===== src/rtl/chip8_pkg.sv =====
// Shared CHIP-8 definitions: requester indices, memory widths and the arbiter lock encoding.
package chip8_pkg;

    localparam int unsigned REQ_LOADER = 0;
    localparam int unsigned REQ_DRAW   = 1;
    localparam int unsigned REQ_CPU    = 2;

    localparam int unsigned MEM_ADDR_WIDTH = 12;
    localparam int unsigned MEM_DATA_WIDTH = 8;

    typedef enum logic {
        StIdle,
        StLocked
    } lock_state_e;

endpackage


===== src/rtl/arb_age_ctr.sv =====
// Saturating wait counter for one requester; flags urgent once it has waited MAX_WAIT cycles.
module arb_age_ctr #(
    parameter int unsigned MAX_WAIT = 8
) (
    input  logic clk,
    input  logic rst_n,
    input  logic req_i,
    input  logic gnt_i,
    output logic urgent_o
);

    localparam logic [7:0] MaxWait = 8'(MAX_WAIT);

    logic [7:0] age_q, age_d;

    always_comb begin
        age_d = 8'd0;
        if (req_i && !gnt_i) begin
            age_d = (age_q == 8'hFF) ? age_q : age_q + 8'd1;
        end
    end

    always_ff @(posedge clk or negedge rst_n) begin
        if (!rst_n) begin
            age_q <= 8'd0;
        end else begin
            age_q <= age_d;
        end
    end

    assign urgent_o = (age_q >= MaxWait);

endmodule


===== src/rtl/mem_port_arbiter.sv =====
// Single memory port shared by loader, draw engine and CPU: locked > urgent > fixed priority,
// combinational grant, one-cycle registered read return.
module mem_port_arbiter
    import chip8_pkg::*;
#(
    parameter int unsigned N_REQ      = 3,
    parameter int unsigned ADDR_WIDTH = MEM_ADDR_WIDTH,
    parameter int unsigned DATA_WIDTH = MEM_DATA_WIDTH,
    parameter int unsigned MAX_WAIT   = 8,
    parameter int unsigned LOCK_MAX   = 16
) (
    input  logic                        clk,
    input  logic                        rst_n,
    input  logic [N_REQ-1:0]            req,
    input  logic [N_REQ-1:0]            we,
    input  logic [N_REQ-1:0]            lock,
    input  logic [N_REQ*ADDR_WIDTH-1:0] addr,
    input  logic [N_REQ*DATA_WIDTH-1:0] wdata,
    output logic [N_REQ-1:0]            gnt,
    output logic [N_REQ-1:0]            rvalid,
    output logic [DATA_WIDTH-1:0]       rdata,
    output logic [ADDR_WIDTH-1:0]       mem_raddr,
    output logic                        mem_we,
    output logic [ADDR_WIDTH-1:0]       mem_waddr,
    output logic [DATA_WIDTH-1:0]       mem_d,
    input  logic [DATA_WIDTH-1:0]       mem_q
);

    localparam int unsigned OwnerW  = (N_REQ > 1) ? $clog2(N_REQ) : 1;
    localparam logic [7:0]  LockMax = 8'(LOCK_MAX);

    lock_state_e           state_q, state_d;
    logic [OwnerW-1:0]     owner_q, owner_d;
    logic [7:0]            lock_cnt_q, lock_cnt_d;
    logic [ADDR_WIDTH-1:0] raddr_q, raddr_d;
    logic [N_REQ-1:0]      rvalid_q;

    logic [N_REQ-1:0]      urgent, eligible, cand, gnt_c;
    logic [OwnerW-1:0]     gnt_idx;
    logic                  gnt_any, lock_hit, forced;

    for (genvar k = 0; k < N_REQ; k++) begin : g_age
        arb_age_ctr #(
            .MAX_WAIT (MAX_WAIT)
        ) u_age (
            .clk      (clk),
            .rst_n    (rst_n),
            .req_i    (req[k]),
            .gnt_i    (gnt_c[k]),
            .urgent_o (urgent[k])
        );
    end

    always_comb begin
        lock_hit = 1'b0;
        forced   = 1'b0;
        if (state_q == StLocked) begin
            if (lock_cnt_q < LockMax) begin
                lock_hit = req[owner_q] && lock[owner_q];
            end else begin
                forced = 1'b1;
            end
        end

        // A forced release benches the old owner for this one cycle only.
        eligible = req;
        if (forced) begin
            eligible[owner_q] = 1'b0;
        end
        cand = (|(eligible & urgent)) ? (eligible & urgent) : eligible;

        gnt_c   = '0;
        gnt_idx = '0;
        gnt_any = 1'b0;
        if (rst_n) begin
            if (lock_hit) begin
                gnt_c[owner_q] = 1'b1;
                gnt_idx        = owner_q;
                gnt_any        = 1'b1;
            end else begin
                for (int k = N_REQ - 1; k >= 0; k--) begin
                    if (cand[k]) begin
                        gnt_c    = '0;
                        gnt_c[k] = 1'b1;
                        gnt_idx  = OwnerW'(k);
                        gnt_any  = 1'b1;
                    end
                end
            end
        end

        state_d    = StIdle;
        owner_d    = owner_q;
        lock_cnt_d = 8'd0;
        if (lock_hit) begin
            state_d    = StLocked;
            lock_cnt_d = lock_cnt_q + 8'd1;
        end else if (gnt_any && lock[gnt_idx]) begin
            state_d    = StLocked;
            owner_d    = gnt_idx;
            lock_cnt_d = 8'd1;
        end

        mem_we    = 1'b0;
        mem_waddr = '0;
        mem_d     = '0;
        raddr_d   = raddr_q;
        if (gnt_any) begin
            if (we[gnt_idx]) begin
                mem_we    = 1'b1;
                mem_waddr = addr[int'(gnt_idx)*ADDR_WIDTH +: ADDR_WIDTH];
                mem_d     = wdata[int'(gnt_idx)*DATA_WIDTH +: DATA_WIDTH];
            end else begin
                raddr_d = addr[int'(gnt_idx)*ADDR_WIDTH +: ADDR_WIDTH];
            end
        end
        mem_raddr = raddr_d;
    end

    always_ff @(posedge clk or negedge rst_n) begin
        if (!rst_n) begin
            state_q    <= StIdle;
            owner_q    <= '0;
            lock_cnt_q <= 8'd0;
            raddr_q    <= '0;
            rvalid_q   <= '0;
        end else begin
            state_q    <= state_d;
            owner_q    <= owner_d;
            lock_cnt_q <= lock_cnt_d;
            raddr_q    <= raddr_d;
            rvalid_q   <= gnt_c & ~we;
        end
    end

    assign gnt    = gnt_c;
    assign rvalid = rvalid_q;
    assign rdata  = mem_q;

endmodule


===== config.mk =====
export PLATFORM = sky130hd
export DESIGN_NAME = mem_port_arbiter
export DESIGN_NICKNAME = d
export VERILOG_FILES = /design/src/rtl/chip8_pkg.sv /design/src/rtl/arb_age_ctr.sv /design/src/rtl/mem_port_arbiter.sv
export SDC_FILE = /design/constraint.sdc
export NUM_CORES = 1
export LEC_CHECK = 0
export CAP_MARGIN = 30
export CORE_MARGIN = 5
export CORE_UTILIZATION = 30
export DETAILED_ROUTE_END_ITERATION = 16
export GPL_TIMING_DRIVEN = 0
export PLACE_DENSITY = 0.65
export SKIP_LAST_GASP = 1
export SLEW_MARGIN = 30
export SYNTH_ARGS = -nofsm -noshare
export SYNTH_HDL_FRONTEND = slang
export SYNTH_SLANG_ARGS = --single-unit

===== constraint.sdc =====
create_clock -name clk -period 4.7 [get_ports clk]
set_clock_uncertainty 0.2 [all_clocks]
set_input_delay 0.705 -clock clk [delete_from_list [all_inputs] [get_ports clk]]
set_output_delay 0.705 -clock clk [all_outputs]
set_load 0.02 [all_outputs]

-- Word-level counts from Yosys, hierarchy flattened
Index checks and enable logic that the tools add are counted.
- register bits after elaboration: 50
- $add $sub $neg: 4
- multipliers: 1
- magnitude comparators: 7
- eq/ne operators: 6
- shift operators: 2
- multiplexer cells: 49
- bitwise logic cells: 6
- reduce and logical (&&, ||, !) cells: 11
- operators by type and width (operator ; count):
    $mux W8 ; 9
    $mux W12 ; 4
    $shiftx A36 B7 Y12 ; 1
    $add A8 B1 Y8 const B ; 4
    $eq A8 B8 Y1 const B ; 3
    $ge A8 B4 Y1 const B ; 3
    $shiftx A24 B6 Y8 ; 1
    $mux W3 ; 7
    $mux W1 ; 19
    $mux W2 ; 5
    $and A3 B3 Y3 ; 3
    $bmux W1 S2 ; 4
    $lt A8 B5 Y1 const B ; 1
    $logic_and A1 B1 Y1 ; 6
    $lt A2 B3 Y1 const B ; 2
    $ne A2 B2 Y1 const B ; 3
    $not A3 Y3 ; 2
    $mul A2 B2 Y4 const B ; 1
    $logic_not A1 Y1 ; 3
    $reduce_or A3 Y1 ; 1
    $demux W1 S2 ; 1
    $ge A2 B1 Y1 const B ; 1
    $reduce_and A2 Y1 ; 1
    $not A1 Y1 ; 1

-- Logic depth before layout (Yosys ltp)
Gate-level depths: netlist of the first run.
- depth in word-level cells: 20
- gate-level depth with buffers: 10

-- Modules after synthesis
A second synthesis of the first run with hierarchy kept.
- cell total of the unflattened synthesis: 420
- area, all modules: 3608.5 µm²
- by module, submodules not included (module ; instances ; cells each ; area an instance (µm²)):
    mem_port_arbiter ; 1 ; 273 ; 2219.6
    arb_age_ctr ; 3 ; 49 ; 462.9

-- Worst setup path after synthesis of the first run
Ideal clock, no wire load.
- path kind: input to output
- start point: in lock[1]
- end point: out mem_d[0]
- data arrival time: 2.722 ns
- data required time: 3.795 ns
- slack: 1.073 ns
- stages on the path: 9
- buffers on the path: 2
- path through: and4b_1 -> o311ai_4 -> nand2b_1 -> a21oi_2 -> o21ai_2 -> buf_2 -> buf_6 -> mux2i_1 -> a211oi_1
- word-level cells in the longest chain between the ends: 11
- elaborated cells on any way between the ends: 14
- classes of those cells: 1 x shift; 12 x mux; 1 x reduce/logical
- RTL lines (element ; line ; RTL):
    from (decl) ; mem_port_arbiter.sv:16 ; input logic [N_REQ-1:0] lock,
    $bmux W1 S2 (*) ; mem_port_arbiter.sv:59 ; lock_hit = req[owner_q] && lock[owner_q];
    $mux W1 (implied by the code) (*) ; mem_port_arbiter.sv:59 ;
    $logic_and A1 B1 Y1 (*) ; mem_port_arbiter.sv:59 ;
    $mux W1 (*) ; mem_port_arbiter.sv:58 ; if (lock_cnt_q < LockMax) begin
    $mux W1 (*) ; mem_port_arbiter.sv:57 ; if (state_q == StLocked) begin
    branches (longest 5 deep; another with $shiftx A24 B6 Y8) ; - ;
    $mux W8 (*) ; mem_port_arbiter.sv:108 ; if (gnt_any) begin
    to (decl) ; mem_port_arbiter.sv:25 ; output logic [DATA_WIDTH-1:0] mem_d,
Every way passes the cells marked *. The select of a mux whose other input is x is not followed.

-- Worst setup path after layout of the first run
- start point: in req[1]
- end point: out mem_raddr[1]
- word-level cells in the longest chain between the ends: 14
- elaborated cells on any way between the ends: 26
- classes of those cells: 1 x mul; 1 x shift; 20 x mux; 2 x bitwise; 2 x reduce/logical
- RTL lines (element ; line ; RTL):
    from (decl) ; mem_port_arbiter.sv:14 ; input logic [N_REQ-1:0] req,
    $and A3 B3 Y3 (no line) ; - ;
    $mux W3 ; mem_port_arbiter.sv:67 ; if (forced) begin
    $and A3 B3 Y3 ; mem_port_arbiter.sv:70 ; cand = (|(eligible & urgent)) ? (eligible & urgent) : eligible;
    $reduce_or A3 Y1 ; mem_port_arbiter.sv:70 ;
    $mux W3 ; mem_port_arbiter.sv:70 ;
    $mux W2 (3 in a row) ; mem_port_arbiter.sv:82 ; if (cand[k]) begin
    $mux W2 ; mem_port_arbiter.sv:76 ; if (lock_hit) begin
    $mux W2 ; mem_port_arbiter.sv:75 ; if (rst_n) begin
    $mul A2 B2 Y4 / $bmux W1 S2 (equally long branches) ; mem_port_arbiter.sv:114, mem_port_arbiter.sv:109 ;
    $shiftx A36 B7 Y12 / $mux W1 (equally long branches) ; mem_port_arbiter.sv:114, mem_port_arbiter.sv:109 ;
    $mux W12 ; mem_port_arbiter.sv:109 ; if (we[gnt_idx]) begin
    $mux W12 (*) ; mem_port_arbiter.sv:108 ;
    to (decl) ; mem_port_arbiter.sv:22 ; output logic [ADDR_WIDTH-1:0] mem_raddr,
Every way passes the cells marked *; elsewhere a longest branch is shown, timed or not. The select of a mux whose other input is x is not followed.

==> impl_metrics.env, run 1 <==
export IMPL_rsz0062_at_grt="yes"
export IMPL_max_slew_margin_rel=0.627
export IMPL_cts_root_buf="clkbuf_8"
export IMPL_final_net_count=572
export IMPL_crit_chain="clkdlybuf4s50_1 -> and4b_1 -> o311ai_4 -> nand2b_1 -> a21oi_2 -> o211ai_1 -> a32oi_4 -> buf_2 -> o21ai_1 -> clkdlybuf4s50_1"
export IMPL_wl_um=9620
export IMPL_total_power_mw=1.22
export IMPL_clock_latency_ns=0.30
export IMPL_clk_path_buf_depth=2
export IMPL_required_ns=3.80
export IMPL_synth_avg_cell_area_um2=8.96
export IMPL_power_density_mw_per_mm2=255
export IMPL_end_kind="output port"
export IMPL_dp_hpwl_um=7560
export IMPL_hp_class="in2async"
export IMPL_ys_types=48
export IMPL_pwr_share_seq=0.409
export IMPL_placed_cells=612
export IMPL_slowest_delay_ns=0.56
export IMPL_dr_wl_met2_um=5210
export IMPL_die_w_um=113
export IMPL_hold_violations=0
export IMPL_clkPwrFrac=0.252
export IMPL_synth_flop_cell="dfrtp_1"
export IMPL_cts_sinks=50
export IMPL_path_clk_slew_ns=0.09
export IMPL_antenna_cells=0
export IMPL_swShare=0.311
export IMPL_fillCellCount=1001
export IMPL_start_util=0.309
export IMPL_min_period_over_period=0.983
export IMPL_drc_errors=0
export IMPL_max_cap_violations=0
export IMPL_antenna_found_initial=0
export IMPL_grt_overflow=0
export IMPL_met1_length_um=3940
export IMPL_final_antenna_net_count=0
export IMPL_dieArea_mm2=0.0128
export IMPL_p_sw_mw=0.378
export IMPL_syn_to_final_growth_pct=49.5
export IMPL_setup_viol=0
export IMPL_ys_seq_area_frac=0.392
export IMPL_internal_power_mw=0.837
export IMPL_cp_slowest_cell="clkdlybuf4s50_1"
export IMPL_grt_total_usage=0.147
export IMPL_worstPathMaxFanout=10
export IMPL_synth_edff_count=0
export IMPL_combPwrFrac=0.338
export IMPL_core_mm2=0.0103
export IMPL_leakagePower_nw=2.45
export IMPL_cp_common_cell="clkdlybuf4s50_1"
export IMPL_grt_pass1_wl_um=15400
export IMPL_cts_htree_levels=2
export IMPL_yosysWarnings=0
export IMPL_highest_layer="met4"
export IMPL_cp_start_kind="primary input"
export IMPL_ys_seq_elements=50
export IMPL_slew_violations=0
export IMPL_fmax_mhz=217
export IMPL_cp_arrival_ns=3.71
export IMPL_tightest_slew_ns=0.554
export IMPL_grt_max_degree=37
export IMPL_fin_crit_ns=4.62
export IMPL_status="completed"
export IMPL_drt_iter0_drc=154
export IMPL_cts_tree="yes"
export IMPL_core_rowCount=37
export IMPL_final_layout_size_suffix_gt1_frac=0.123
export IMPL_hold_buffers=0
export IMPL_cts_made_buffers=5
export IMPL_critPathKind="in2out"
export IMPL_path_buf_inv=3
export IMPL_io_pins=126
export IMPL_gp_congestion=0.848
export IMPL_synthCells=356
export IMPL_grt_pass1_vias=3183
export IMPL_irDropWorstVdd_uv=128
export IMPL_vias_per_cell=4.92
export IMPL_wl_per_cell_um=15.5
export IMPL_stdcell_count=622
export IMPL_path_delay_family="buffers and inverters"
export IMPL_die_y_um=113
export IMPL_final_util=0.462
export IMPL_final_cell_mix="clkdlybuf4s50_1, nor2_1, dfrtp_1"
export IMPL_num_vias=3059
export IMPL_wl_met3_um=336
export IMPL_io_buffers=117
export IMPL_holdWs_ns=0.0928
export IMPL_dr_pass1_iters=4
export IMPL_final_common_cell="clkdlybuf4s50_1"
export IMPL_synthArstFlopShare=1.00
export IMPL_fin_tns_setup_ns=0
export IMPL_syn_area_mm2=0.00319
cells by family after synthesis:
group,count (synthesis),synth area share
AO/OA/AOI/OAI,81,0.202
other,1,0.00118
AND/OR/NAND/NOR,159,0.254
adder cells (fa/ha/maj),7,0.0275
flip-flops,50,0.392
buffers and inverters,40,0.0702
multiplexers,8,0.0251
XOR/XNOR,10,0.0275
stage by stage:
| stage | instance area, um2 | setup WS [ns] |
|---|---|---|
| finish | 4770 | 0.0818 |
| global route | 4770 | -0.0739 |
| CTS | 4700 | 0.000767 |
| detailed placement | 4550 | -0.207 |
| global placement | 4540 | -1.55 |
| floorplan | 3200 | 1.07 |
power by group through the flow:
| stage | combinational (mW) | sequential, mW | clock, mW |
|---|---|---|---|
| after floorplan | 0.214 | 0.500 | 0 |
| after global placement | 0.418 | 0.503 | 0 |
| after detailed placement | 0.425 | 0.506 | 0 |
| after CTS | 0.421 | 0.497 | 0.320 |
| after global routing | 0.446 | 0.502 | 0.336 |
| final | 0.411 | 0.497 | 0.306 |
flip-flops by register name (all words and copies together), names as in the netlist:
signal	flops
rvalid	3
raddr_q	12
g_age.u_age.age_q	24
state_q	1
lock_cnt_q	8
owner_q	2
cells in the mapped netlist, types with 6 or more instances:
library cell,instances,area share
inv_1,14,0.016
and3_1,18,0.035
and2_1,14,0.027
buf_4,14,0.033
a211oi_2,13,0.051
dfrtp_1,50,0.39
mux2i_1,8,0.025
nor2_1,55,0.065
nor3_1,9,0.014
nand2_1,25,0.029
a31oi_1,6,0.012
ha_1,7,0.027
o21ai_1,15,0.024
a211oi_1,15,0.035
o21ai_0,8,0.013
nand3_1,20,0.031
a21oi_1,6,0.0094
what timing repair did:
item | in CTS | in global routing
pin swaps | 3 | 1
gates resized for setup | 7 | 29
setup endpoints to repair | 28 | 28
buffers inserted | 3 | 0
per-layer routing:
metal	vias up	track usage
met5	-	0
met4	0	0.0337
met3	10	0.0267
met1	1476	0.175
li1	1510	-
met2	63	0.273
path summary, 6_finish.rpt:
kind	startpoint	depth (start not counted)	slack, ns	end
setup reg to reg	g_age[0].u_age.age_q[6]	8	1.63	raddr_q[5]
setup / recovery	req[1]	10	0.08	mem_raddr[1]
max in group asynchronous	rst_n	2	3.72	rvalid[0]
min in group clk	raddr_q[7]	2	0.30	raddr_q[7]
hold reg to reg	raddr_q[7]	2	0.30	raddr_q[7]
hold / removal	rst_n	1	0.09	g_age[2].u_age.age_q[6]
layout make-up:
cell class / instances / area, um2 / area share
Buffer: 24 / 165 / 0.0346
Tap cell: 136 / 170 / 0.0357
Inverter: 16 / 60.1 / 0.0126
Sequential cell: 50 / 1250 / 0.262
Clock inverter: 1 / 30.0 / 0.00630
Clock buffer: 6 / 82.6 / 0.0173
Multi-Input combinational cell: 268 / 1740 / 0.365
Timing Repair Buffer: 121 / 1270 / 0.266
Note: power is estimated with default switching activity, not from simulation.
==> inputs of run 2 (changes only) <==
Settings changed: MAX_ROUTING_LAYER set to met4.
==> impl_metrics.env, run 2 (synthesis results as in run 1) <==
export IMPL_max_cap_violations=0
export IMPL_slew_violations=0
export IMPL_r2r_start="g_age[0].u_age.age_q[6]"
export IMPL_path_buf_inv=3
export IMPL_regMostFlops="g_age.u_age.age_q"
export IMPL_path_delay_family="buffers and inverters"
export IMPL_final_net_count=572
export IMPL_clock_latency_ns=0.30
export IMPL_tightest_slew_ns=0.554
export IMPL_critPathKind="in2out"
export IMPL_cts_made_buffers=5
export IMPL_cts_tree="yes"
export IMPL_die_y_um=113
export IMPL_cts_sinks=50
export IMPL_ff2ff_path_depth=8
export IMPL_final_cell_mix="clkdlybuf4s50_1, nor2_1, dfrtp_1"
export IMPL_vias_per_cell=4.93
export IMPL_drt_iter0_drc=163
export IMPL_core_mm2=0.0103
export IMPL_fmax_mhz=216
export IMPL_wl_um=9640
export IMPL_core_rowCount=37
export IMPL_largest_register_ffs=24
export IMPL_start_util=0.309
export IMPL_antenna_found_initial=0
export IMPL_power_density_mw_per_mm2=255
export IMPL_grt_pass1_vias=3166
export IMPL_fillCellCount=1001
export IMPL_clk_path_buf_depth=2
export IMPL_dr_pass1_iters=4
export IMPL_crit_chain="clkdlybuf4s50_1 -> and4b_1 -> o311ai_4 -> nand2b_1 -> a21oi_2 -> o211ai_1 -> a32oi_4 -> buf_2 -> o21ai_1 -> clkdlybuf4s50_1"
export IMPL_slowest_delay_ns=0.56
export IMPL_grt_overflow=0
export IMPL_syn_to_final_growth_pct=49.5
export IMPL_cp_arrival_ns=3.72
export IMPL_cts_root_buf="clkbuf_8"
export IMPL_path_clk_slew_ns=0.09
export IMPL_irDropWorstVdd_uv=128
export IMPL_status="completed"
export IMPL_use_met1=0.177
export IMPL_cp_common_cell="clkdlybuf4s50_1"
export IMPL_top_regs="g_age.u_age.age_q x24, raddr_q x12, lock_cnt_q x8"
export IMPL_required_ns=3.80
export IMPL_die_w_um=113
export IMPL_dp_slack_ns=-0.207
export IMPL_io_buffers=117
export IMPL_total_power_mw=1.22
export IMPL_cp_slowest_cell="clkdlybuf4s50_1"
export IMPL_grt_max_degree=37
export IMPL_worstPathMaxFanout=10
export IMPL_final_antenna_net_count=0
export IMPL_end_kind="output port"
export IMPL_grt_util_met2=0.273
export IMPL_antenna_cells=0
export IMPL_drc_errors=0
export IMPL_hold_violations=0
export IMPL_fin_crit_ns=4.63
export IMPL_leakagePower_nw=2.45
export IMPL_wl_per_cell_um=15.5
export IMPL_top_usage_layer="met2"
export IMPL_cp_start_kind="primary input"
export IMPL_reg2reg_to="raddr_q[5]"
export IMPL_grt_use_met3=0.0235
export IMPL_grt_total_usage=0.151
export IMPL_dp_hpwl_um=7560
export IMPL_cts_htree_levels=2
export IMPL_dieArea_mm2=0.0128
export IMPL_min_period_over_period=0.984
export IMPL_hp_class="in2async"
export IMPL_rsz0062_at_grt="yes"
export IMPL_setup_viol=0
export IMPL_num_vias=3069
export IMPL_gp_congestion=0.861
export IMPL_final_common_cell="clkdlybuf4s50_1"
export IMPL_layout_setup_ws_ns=0.0730
export IMPL_max_slew_margin_rel=0.627
export IMPL_io_pins=126
export IMPL_final_layout_size_suffix_gt1_frac=0.123
export IMPL_grt_pass1_wl_um=15400
export IMPL_r2r_setup_slack_ns=1.63
run 2: cell counts in the layout (fill, tap and decap cells not counted):
Identical to the previous run, type by type.
run 2: final cells by class:
type,instances,area (um2),share of cell area
Tap cell,136,170,0.0357
Clock buffer,6,82.6,0.0173
Sequential cell,50,1250,0.262
Buffer,24,165,0.0346
Clock inverter,1,30.0,0.00630
Timing Repair Buffer,121,1270,0.266
Inverter,16,60.1,0.0126
Multi-Input combinational cell,268,1740,0.365
run 2: how the worst max path moves through the flow:
| stage | slack (ns) | startpoint | to | cells past startpoint |
|---|---|---|---|---|
| floorplan | 1.07 | lock[1] | mem_d[0] | 9 |
| global placement | -1.55 | rst_n | mem_raddr[10] | 9 |
| detailed placement | -0.21 | req[2] | mem_raddr[10] | 12 |
| CTS | 0.0008 | req[2] | mem_raddr[2] | 11 |
| global route | -0.06 | lock[1] | mem_raddr[1] | 10 |
| finish | 0.07 | req[1] | mem_raddr[1] | 10 |
run 2: layer usage:
metal / vias to the layer above / wire, um / part of all wire
li1: 1510 / - / -
met1: 1485 / 3970 / 0.41
met2: 66 / 5220 / 0.54
met3: 8 / 322 / 0.033
met4: 0 / 125 / 0.013
met5: - / 0 / 0
run 2: repair_timing:
item | CTS | global route
hold buffers | 0 | 0
pin swaps | 3 | 1
setup endpoints to repair | 28 | 28
buffers inserted | 3 | 0
gates resized for setup | 7 | 29
run 2: metrics by stage:
stage	utilization	std cells	hold slack [ns]	TNS [ns]	cell area, um2
global placement	0.439	611	0.275	-56.51	4540
floorplan	-	358	0.209	0	3200
detailed placement	0.441	612	0.282	-2.56	4550
global route	0.462	622	0.0835	-0.0650	4770
CTS	0.455	622	0.0834	0	4700
finish	0.462	622	0.0934	0	4770
run 2: report_power, final:
| part | total, mW | internal (mW) | switching (mW) |
|---|---|---|---|
| registers | 0.497 | 0.471 | 0.0261 |
| logic | 0.412 | 0.196 | 0.216 |
| clock network | 0.307 | 0.170 | 0.137 |
| total | 1.22 | 0.837 | 0.379 |
==> inputs of run 3 (changes only) <==
Settings changed: CORE_MARGIN 5 to 2, CORE_UTILIZATION 30 to 48, CTS_CLUSTER_DIAMETER set to 100, PLACE_DENSITY 0.65 to 0.93.
==> impl_metrics.env, run 3 (synthesis results as in run 1) <==
export IMPL_grt_max_degree=34
export IMPL_gp_congestion=0.896
export IMPL_vias_per_cell=5.69
export IMPL_r2r_setup_slack_ns=1.58
export IMPL_cts_made_buffers=5
export IMPL_cp_start_kind="primary input"
export IMPL_antenna_cells=0
export IMPL_holdWs_ns=0.104
export IMPL_antenna_found_initial=0
export IMPL_critPathKind="in2out"
export IMPL_crit_chain="clkdlybuf4s50_1 -> and4b_1 -> nor3_2 -> nor3_4 -> buf_4 -> a32oi_2 -> inv_2 -> buf_6 -> and2_1 -> a211oi_2 -> nor2_1 -> clkdlybuf4s50_1"
export IMPL_setup_viol=0
export IMPL_final_antenna_net_count=0
export IMPL_grt_util_met2=0.482
export IMPL_end_kind="output port"
export IMPL_use_met1=0.292
export IMPL_cts_sinks=50
export IMPL_fin_tns_setup_ns=0
export IMPL_internal_power_mw=0.845
export IMPL_core_rowCount=29
export IMPL_cts_root_buf="clkbuf_8"
export IMPL_status="completed"
export IMPL_tightest_slew_ns=0.517
export IMPL_start_util=0.499
export IMPL_final_util=0.733
export IMPL_dieArea_mm2=0.00731
export IMPL_clk_path_buf_depth=2
export IMPL_drc_errors=0
export IMPL_p_sw_mw=0.384
export IMPL_io_pins=126
export IMPL_syn_to_final_growth_pct=46.9
export IMPL_final_net_count=573
export IMPL_cp_slowest_cell="clkdlybuf4s50_1"
export IMPL_dp_slack_ns=-0.145
export IMPL_grt_overflow=0
export IMPL_fmax_mhz=218
export IMPL_top_regs="g_age.u_age.age_q x24, raddr_q x12, lock_cnt_q x8"
export IMPL_final_common_cell="clkdlybuf4s50_1"
export IMPL_cp_arrival_ns=3.67
export IMPL_pwr_share_seq=0.406
export IMPL_dp_hpwl_um=7110
export IMPL_dr_pass1_iters=4
export IMPL_cts_tree="yes"
export IMPL_placed_cells=553
export IMPL_clkPwrFrac=0.248
export IMPL_irDropWorstVdd_uv=170
export IMPL_hold_violations=0
export IMPL_max_cap_violations=0
export IMPL_power_density_mw_per_mm2=263
export IMPL_slew_violations=0
export IMPL_layout_setup_ws_ns=0.123
export IMPL_min_period_over_period=0.974
export IMPL_wl_per_cell_um=16.9
export IMPL_final_cell_mix="clkdlybuf4s50_1, nor2_1, dfrtp_1"
export IMPL_die_w_um=85.5
export IMPL_swShare=0.313
export IMPL_combPwrFrac=0.346
export IMPL_clock_latency_ns=0.30
export IMPL_top_usage_layer="met2"
export IMPL_grt_total_usage=0.265
export IMPL_cts_htree_levels=2
export IMPL_largest_register_ffs=24
export IMPL_drt_iter0_drc=145
export IMPL_required_ns=3.80
export IMPL_hp_class="in2async"
export IMPL_rsz0062_at_grt="no"
export IMPL_core_mm2=0.00639
export IMPL_grt_pass1_wl_um=15200
export IMPL_io_buffers=117
export IMPL_cp_common_cell="clkdlybuf4s50_1"
export IMPL_slowest_delay_ns=0.54
export IMPL_regMostFlops="g_age.u_age.age_q"
export IMPL_die_y_um=85.5
export IMPL_grt_pass1_vias=3257
export IMPL_stdcell_count=564
export IMPL_grt_use_met3=0.0500
export IMPL_hold_buffers=0
export IMPL_num_vias=3211
export IMPL_final_layout_size_suffix_gt1_frac=0.125
export IMPL_path_clk_slew_ns=0.08
export IMPL_leakagePower_nw=2.29
export IMPL_fin_crit_ns=4.58
export IMPL_max_slew_margin_rel=0.651
export IMPL_worstPathMaxFanout=10
export IMPL_fillCellCount=432
export IMPL_wl_um=9520
run 3: changes by cell type in the layout (fill, tap and decap cells not counted), sizes merged:
cell,delta
buf,+1
clkdlybuf4s50,+13
dlygate4sd2,-4
dlymetal6s2s,-9
run 3: per-layer routing:
layer | share of wire | up-vias
li1 | - | 1510
met4 | 0.021 | 0
met1 | 0.38 | 1552
met2 | 0.54 | 131
met3 | 0.059 | 18
met5 | 0 | -
run 3: final timing paths:
kind                               startpoint                      end  cells after the start
worst max-delay path                  lock[2]            mem_waddr[11]                     12
worst min-delay path                    rst_n  g_age[1].u_age.age_q[4]                      1
worst max register to register  lock_cnt_q[6]              raddr_q[11]                     10
worst min register to register     raddr_q[6]               raddr_q[6]                      2
max in group asynchronous               rst_n            lock_cnt_q[1]                      2
min in group clk                   raddr_q[6]               raddr_q[6]                      2
run 3: critical path, delay by kind of cell:
kind            cells  cell delay [ns]
compound gates      2             0.62
simple gates        5             0.83
buf+inv             5             1.51
run 3: power groups by stage:
stage / clock network (mW) / registers, mW / logic (mW)
floorplan: 0 / 0.500 / 0.214
global placement: 0 / 0.502 / 0.411
CTS: 0.310 / 0.497 / 0.428
global route: 0.334 / 0.503 / 0.454
finish: 0.306 / 0.499 / 0.426
detailed placement: 0 / 0.506 / 0.424
run 3: cell type report:
type	count	area, um2	share of cell area
buffer	24	165	0.0353
tap	77	96.3	0.0206
sequential	50	1250	0.267
timing repair buffer	122	1260	0.269
clock buffer	6	82.6	0.0176
clock inverter	1	30.0	0.00641
multi-input combinational	268	1740	0.371
inverter	16	60.1	0.0128
run 3: what timing repair did:
item,4_1_cts,5_1_grt
pin swaps,2,0
gates resized for setup,3,19
setup endpoints to repair,28,20
setup buffers,4,0
run 3: per-stage QoR:
| stage | instance area [um2] | power, mW |
|---|---|---|
| after floorplan | 3200 | 0.714 |
| after global placement | 4460 | 0.913 |
| after detailed placement | 4480 | 0.930 |
| after CTS | 4630 | 1.24 |
| after global routing | 4680 | 1.29 |
| final | 4680 | 1.23 |
==> RTL edit 1: new RTL, flow settings as in run 2 <==
`MAX_WAIT` is set to 8 in 2 places; all go to 7.
--- a/src/rtl/arb_age_ctr.sv
+++ b/src/rtl/arb_age_ctr.sv
@@ -2,3 +2,3 @@
 module arb_age_ctr #(
-    parameter int unsigned MAX_WAIT = 8
+    parameter int unsigned MAX_WAIT = 7
 ) (
--- a/src/rtl/mem_port_arbiter.sv
+++ b/src/rtl/mem_port_arbiter.sv
@@ -8,3 +8,3 @@
     parameter int unsigned DATA_WIDTH = MEM_DATA_WIDTH,
-    parameter int unsigned MAX_WAIT   = 8,
+    parameter int unsigned MAX_WAIT   = 7,
     parameter int unsigned LOCK_MAX   = 16
Function: same outputs for any inputs over 4 cycles, from zero or initial values and one cycle with rst_n low; that may be too few to reach the edited logic, so the function may still have changed.
==> RTL edit 1 against run 2 <==
- setup slack better by 0.041 ns
- total power increased by 1.3%
- die area increased by 2.0%
- area after synthesis is 2.2% higher
- critical endpoint is now mem_raddr[9]
- first-iteration DRC count decreased by 9.2%
- sequential cell count did not move
- final area up 1.7%
- wire length increased by 0.95%
==> RTL edit 1: results (changes against run 2) <==
placed_design:
  place.gp.congestion: 0.835  # -3.1%
  area_post_placement_sq_um: 4640  # +1.8%
  pre_cts_slack_ns: -0.478  # -0.271 ns
  buffer_ports.inserted: 117  # unchanged
  dpl.cell_count: 614  # +0.33%
  estimated_wirelength_of_the_detail_placed_design_microns: 7480  # -1.1%
yosys:
  cell_types_with_the_highest_counts_after_synthesis: "50 x sky130_fd_sc_hd__dfrtp_1, 44 x sky130_fd_sc_hd__nor2_1, 31 x sky130_fd_sc_hd__nand3_1"
  async_set_reset_flop_share_out_of_synthesis_pct: 100  # unchanged
  biggest_area_contributors_in_the_synthesized_netlist: "sky130_fd_sc_hd__dfrtp_1 38%, sky130_fd_sc_hd__nor2_1 5.1%, sky130_fd_sc_hd__nand3_1 4.8%"
  yosysWarnings: 0  # unchanged
  synth_seq_area_share_pct: 38.4  # -0.86 points
  synth.lib_cells_used.distinct: 52  # +8.3%
  yosys_most_used_dff: "sky130_fd_sc_hd__dfrtp_1"
  post_synth.cell_area_avg_sq_um: 9.21  # +2.8%
grt:
  vias_in_the_first_global_route: 3220  # +1.7%
  grt_use_total_pct: 14.9  # -0.23 points
  wire_length_of_the_first_global_routing_pass_microns: 15500  # +0.72%
  antenna_found_initial: 0  # unchanged
  largest_net_degree_at_the_start_of_global_routing: 52  # +41%
critical_path:
  crit_family: "simple AND/OR/NAND/NOR gates"
  arrival_ns: 3.68  # -0.04 ns
  maximum_fanout_along_the_worst_path: 10  # unchanged
  regToRegStartpoint: "g_age[0].u_age.age_q[6]"
  critical-path-max-stage-delay_ns: 0.61  # +0.05 ns
  critPathLaunch: "req[0]"
  cell_type_of_the_slowest_stage_on_the_worst_timing_path: "sky130_fd_sc_hd__or4_4"
cells_and_area:
  layout-drive-gt1-share_pct: 13.3  # +1.0 points
  diodes: 0  # unchanged
  layoutNonFillerInstCount: 627  # +0.80%
  largest_registers: "g_age.u_age.age_q x24, raddr_q x12, lock_cnt_q x8"
  layout.nets: 569  # -0.52%
clock_network:
  ctsHoldBuffers: 1  # +1
  clock_transition_time_at_the_flip_flop_clock_pins_of_the_worst_setup_and_hold_paths_ns: 0.08
  clock_latency_of_the_later_clocked_register_in_the_worst_skew_pair_ns: 0.31
  ctsResizeCount: 31  # +24
  cts-root-to-sink-buffers: 2  # unchanged
  tritoncts.num_buffers: 5  # unchanged
  ctsHtreeMaxLevel: 2  # unchanged
  postCtsSetupRepairBufs: 1  # -2
  clk_root_buffer_cell: "sky130_fd_sc_hd__clkbuf_8"
sta:
  final-hold-violation-count: 0  # unchanged
  worst-slew-pin-transition_ns: 0.560  # +0.00570 ns
power:
  total_leakage_power_uw: 0.00218  # -11%
  maximum_resistive_drop_on_vdd_mv: 0.132  # +2.9%
routing:
  detail_route.first_pass.iterations: 5  # +1
  routed_wire_length_per_instance_microns: 15.5  # +0.15%
  detail_route.vias_per_cell: 5.15  # +4.4%
  drt-initial-drc-count: 148  # -9.2%
worst_hold_path:
  min_delay_path_class: "register to register"
run_status:
  outcome: "complete, no violations"
floorplanning:
  core-area_sq_um: 10700  # +4.1%
[RTL edit 1: routing by layer]
metal | up-vias | GRT usage (%) | routed length [microns]
met1 | 1560 | 19.6 | 4370
met4 | 0 | 3.56 | 166
li1 | 1548 | - | -
met3 | 13 | 2.54 | 488
met2 | 109 | 24.0 | 4710
met5 | - | - | 0
[RTL edit 1: cells by family (layout without fill, tap and decap cells)]
family / count (synthesis) / after routing / synth area share, %
AND/OR/NAND/NOR: 156 / 156 / 25.5
AO/OA/AOI/OAI: 67 / 67 / 15.5
flip-flops: 50 / 50 / 38.4
buffers and inverters: 38 / 169 / 6.22
multiplexers: 24 / 24 / 8.98
XOR/XNOR: 14 / 14 / 3.76
adder cells (fa/ha/maj): 4 / 4 / 1.54
other: 1 / 3 / 0.115
[RTL edit 1: worst paths after layout]
kind | to | depth (start not counted) | slack (ns)
min in group asynchronous | raddr_q[4] | 2 | 0.54
min reg2reg | lock_cnt_q[0] | 1 | 0.29
max | mem_raddr[9] | 10 | 0.11
min | lock_cnt_q[0] | 1 | 0.29
max reg2reg | raddr_q[8] | 8 | 1.42
max in group asynchronous | owner_q[0] | 3 | 3.34
[RTL edit 1: final cells by class]
| type | instances | area (sq um) |
|---|---|---|
| Inverter | 9 | 33.8 |
| Fill cell | 1094 | 5900 |
| Multi-Input combinational cell | 268 | 1870 |
| Sequential cell | 50 | 1250 |
| Timing Repair Buffer | 124 | 1230 |
| Clock buffer | 6 | 82.6 |
| Clock inverter | 2 | 16.3 |
| Buffer | 28 | 183 |
| Tap cell | 140 | 175 |
[RTL edit 1: power breakdown]
part / switching [uW] / internal (uW)
Combinational: 229 / 228
Sequential: 24.6 / 477
Clock: 150 / 121
Total: 404 / 827
==> RTL edit 2: new RTL, config.mk and constraints of run 2 <==
Without the edit above. `raddr_q` no longer has a reset.
--- a/src/rtl/mem_port_arbiter.sv
+++ b/src/rtl/mem_port_arbiter.sv
@@ -124,3 +124,2 @@
             lock_cnt_q <= 8'd0;
-            raddr_q    <= '0;
             rvalid_q   <= '0;
@@ -130,5 +129,8 @@
             lock_cnt_q <= lock_cnt_d;
-            raddr_q    <= raddr_d;
             rvalid_q   <= gnt_c & ~we;
         end
+    end
+
+    always_ff @(posedge clk) begin
+        raddr_q <= raddr_d;
     end
Formal check against the unedited RTL: differs if rst_n is asserted again (counterexample within 4 cycles, from zero or initial values and one cycle with rst_n low); with rst_n held inactive, the same outputs for 4 cycles.
==> RTL edit 2 against run 2 <==
- highest routed layer unchanged
- non-clock buffer count grew 1
- final cell count rose by 0.32%
- total power shrank 2.2%
- sequential cell count stayed put
- area after synthesis is 1.9% lower
- wire length increased by 2.1%
- setup slack improved by 0.015 ns
- final area decreased by 1.9%
- critical path depth grew 1
- count of clock-buffer cells in the layout up 1
- register-to-register slack worse by 0.04 ns
==> RTL edit 2: results (changes against run 2) <==
routing:
  route.vias.total: 3045  # -0.78%
  detail_route.vias_per_cell: 4.88  # -1.1%
  drt-initial-drc-count: 97  # -40%
  routed_wire_length_per_instance_microns: 15.8  # +1.7%
placed_design:
  pre_cts_slack_ns: -0.282  # -0.0757 ns
  estimated_wirelength_of_the_detail_placed_design_microns: 7640  # +0.97%
  place.gp.congestion: 0.822  # -4.6%
  dpl.cell_count: 611  # -0.16%
yosys:
  synth.lib_cells_used.distinct: 49  # +2.1%
  async_set_reset_flop_share_out_of_synthesis_pct: 76.0  # -24 points
  synth_seq_area_share_pct: 38.1  # -1.2 points
  cell_types_with_the_highest_counts_after_synthesis: "55 x sky130_fd_sc_hd__nor2_1, 38 x sky130_fd_sc_hd__dfrtp_1, 25 x sky130_fd_sc_hd__nand2_1"
  syn-instance-count: 356  # unchanged
  biggest_area_contributors_in_the_synthesized_netlist: "sky130_fd_sc_hd__dfrtp_1 30%, sky130_fd_sc_hd__dfxtp_1 7.7%, sky130_fd_sc_hd__nor2_1 6.6%"
grt:
  grt_use_met1_pct: 18.0  # +0.27 points
  vias_in_the_first_global_route: 3113  # -1.7%
  largest_net_degree_at_the_start_of_global_routing: 47  # +27%
  grt_use_total_pct: 15.7  # +0.61 points
  wire_length_of_the_first_global_routing_pass_microns: 15800  # +2.5%
power:
  maximum_resistive_drop_on_vdd_mv: 0.132  # +3.3%
  sw_frac_of_total_pct: 32.7  # +1.5 points
sta:
  finalCriticalPeriod_ns: 4.61  # -0.0152 ns
  slew-limit-headroom_pct: 61.1  # -1.6 points
critical_path:
  ff2ff_setup_slack_ns: 1.59  # -0.04 ns
  arrival_ns: 3.71  # about the same
cells_and_area:
  layout.nets: 573  # +0.17%
  layout-drive-gt1-share_pct: 12.7  # +0.36 points
  nFillCells: 1005  # +0.40%
run_status:
  outcome: "complete, no violations"
RTL edit 2: cell count changes in the layout (fill, tap and decap cells not counted), moves of 2 or more:
cell                             before  now
sky130_fd_sc_hd__dfrtp_1             50   38
sky130_fd_sc_hd__dfxtp_1              0   12
sky130_fd_sc_hd__dlygate4sd2_1        5   12
sky130_fd_sc_hd__dlymetal6s2s_1      26   19
sky130_fd_sc_hd__buf_4               18   20
RTL edit 2: logic make-up (layout without fill, tap and decap cells):
group,after synthesis,after routing,share of synthesized area (%)
XOR/XNOR,10,10,2.80
buffers and inverters,40,170,7.16
flip-flops,50,50,38.1
adder cells (fa/ha/maj),7,7,2.80
other,1,3,0.120
AND/OR/NAND/NOR,159,159,25.9
multiplexers,8,8,2.56
AO/OA/AOI/OAI,81,81,20.6
RTL edit 2: timing repair:
item / CTS / global route
setup endpoints to repair: 32 / 22
buffers inserted: 5 / 0
gates resized for setup: 16 / 22
pin swaps: 3 / 0
RTL edit 2: power by group through the flow:
stage / clock network (uW) / registers (uW) / logic [uW]
5_1_grt: 308 / 501 / 440
3_5_place_dp: 0 / 505 / 422
6_report: 285 / 496 / 408
3_3_place_gp: 0 / 502 / 418
4_1_cts: 293 / 496 / 415
2_1_floorplan: 0 / 500 / 213
RTL edit 2: critical path: cells and delay by family:
kind / cells / cell delay (ns)
AOI/OAI and AO/OA: 5 / 0.97
and+or+nand+nor: 2 / 0.43
buffers and inverters: 4 / 1.60
RTL edit 2: per-layer routing:
metal	vias up	part of all wire (%)	routed length (microns)
met3	12	3.3	322
met2	63	54	5310
met1	1459	41	4000
met5	-	0	0
met4	0	2.1	205
li1	1511	-	-
RTL edit 2: path summary, 6_finish.rpt:
path                       cells after the start                 endpoint          start
max in group asynchronous                      1            lock_cnt_q[6]          rst_n
min reg2reg                                    2               raddr_q[5]     raddr_q[5]
min in group clk                               2               raddr_q[5]     raddr_q[5]
max                                           11            mem_raddr[11]         req[0]
max reg2reg                                   10               raddr_q[6]  lock_cnt_q[6]
min                                            1  g_age[2].u_age.age_q[2]          rst_n
RTL edit 2: layout make-up:
| type | instances | share of cell area, % |
|---|---|---|
| buffer | 24 | 3.59 |
| clock buffer | 7 | 2.09 |
| clock inverter | 1 | 0.134 |
| inverter | 16 | 1.28 |
| multi-input combinational | 268 | 37.3 |
| sequential | 50 | 25.5 |
| tap | 136 | 3.64 |
| timing repair buffer | 122 | 26.5 |
RTL edit 2: metrics by stage:
step | power (uW) | area (sq um) | utilization (%)
3_3_place_gp | 920 | 4480 | 43.8
3_5_place_dp | 927 | 4470 | 43.7
4_1_cts | 1200 | 4620 | 45.2
5_1_grt | 1250 | 4670 | 45.7
6_report | 1190 | 4670 | 45.7
2_1_floorplan | 714 | 3140 | -
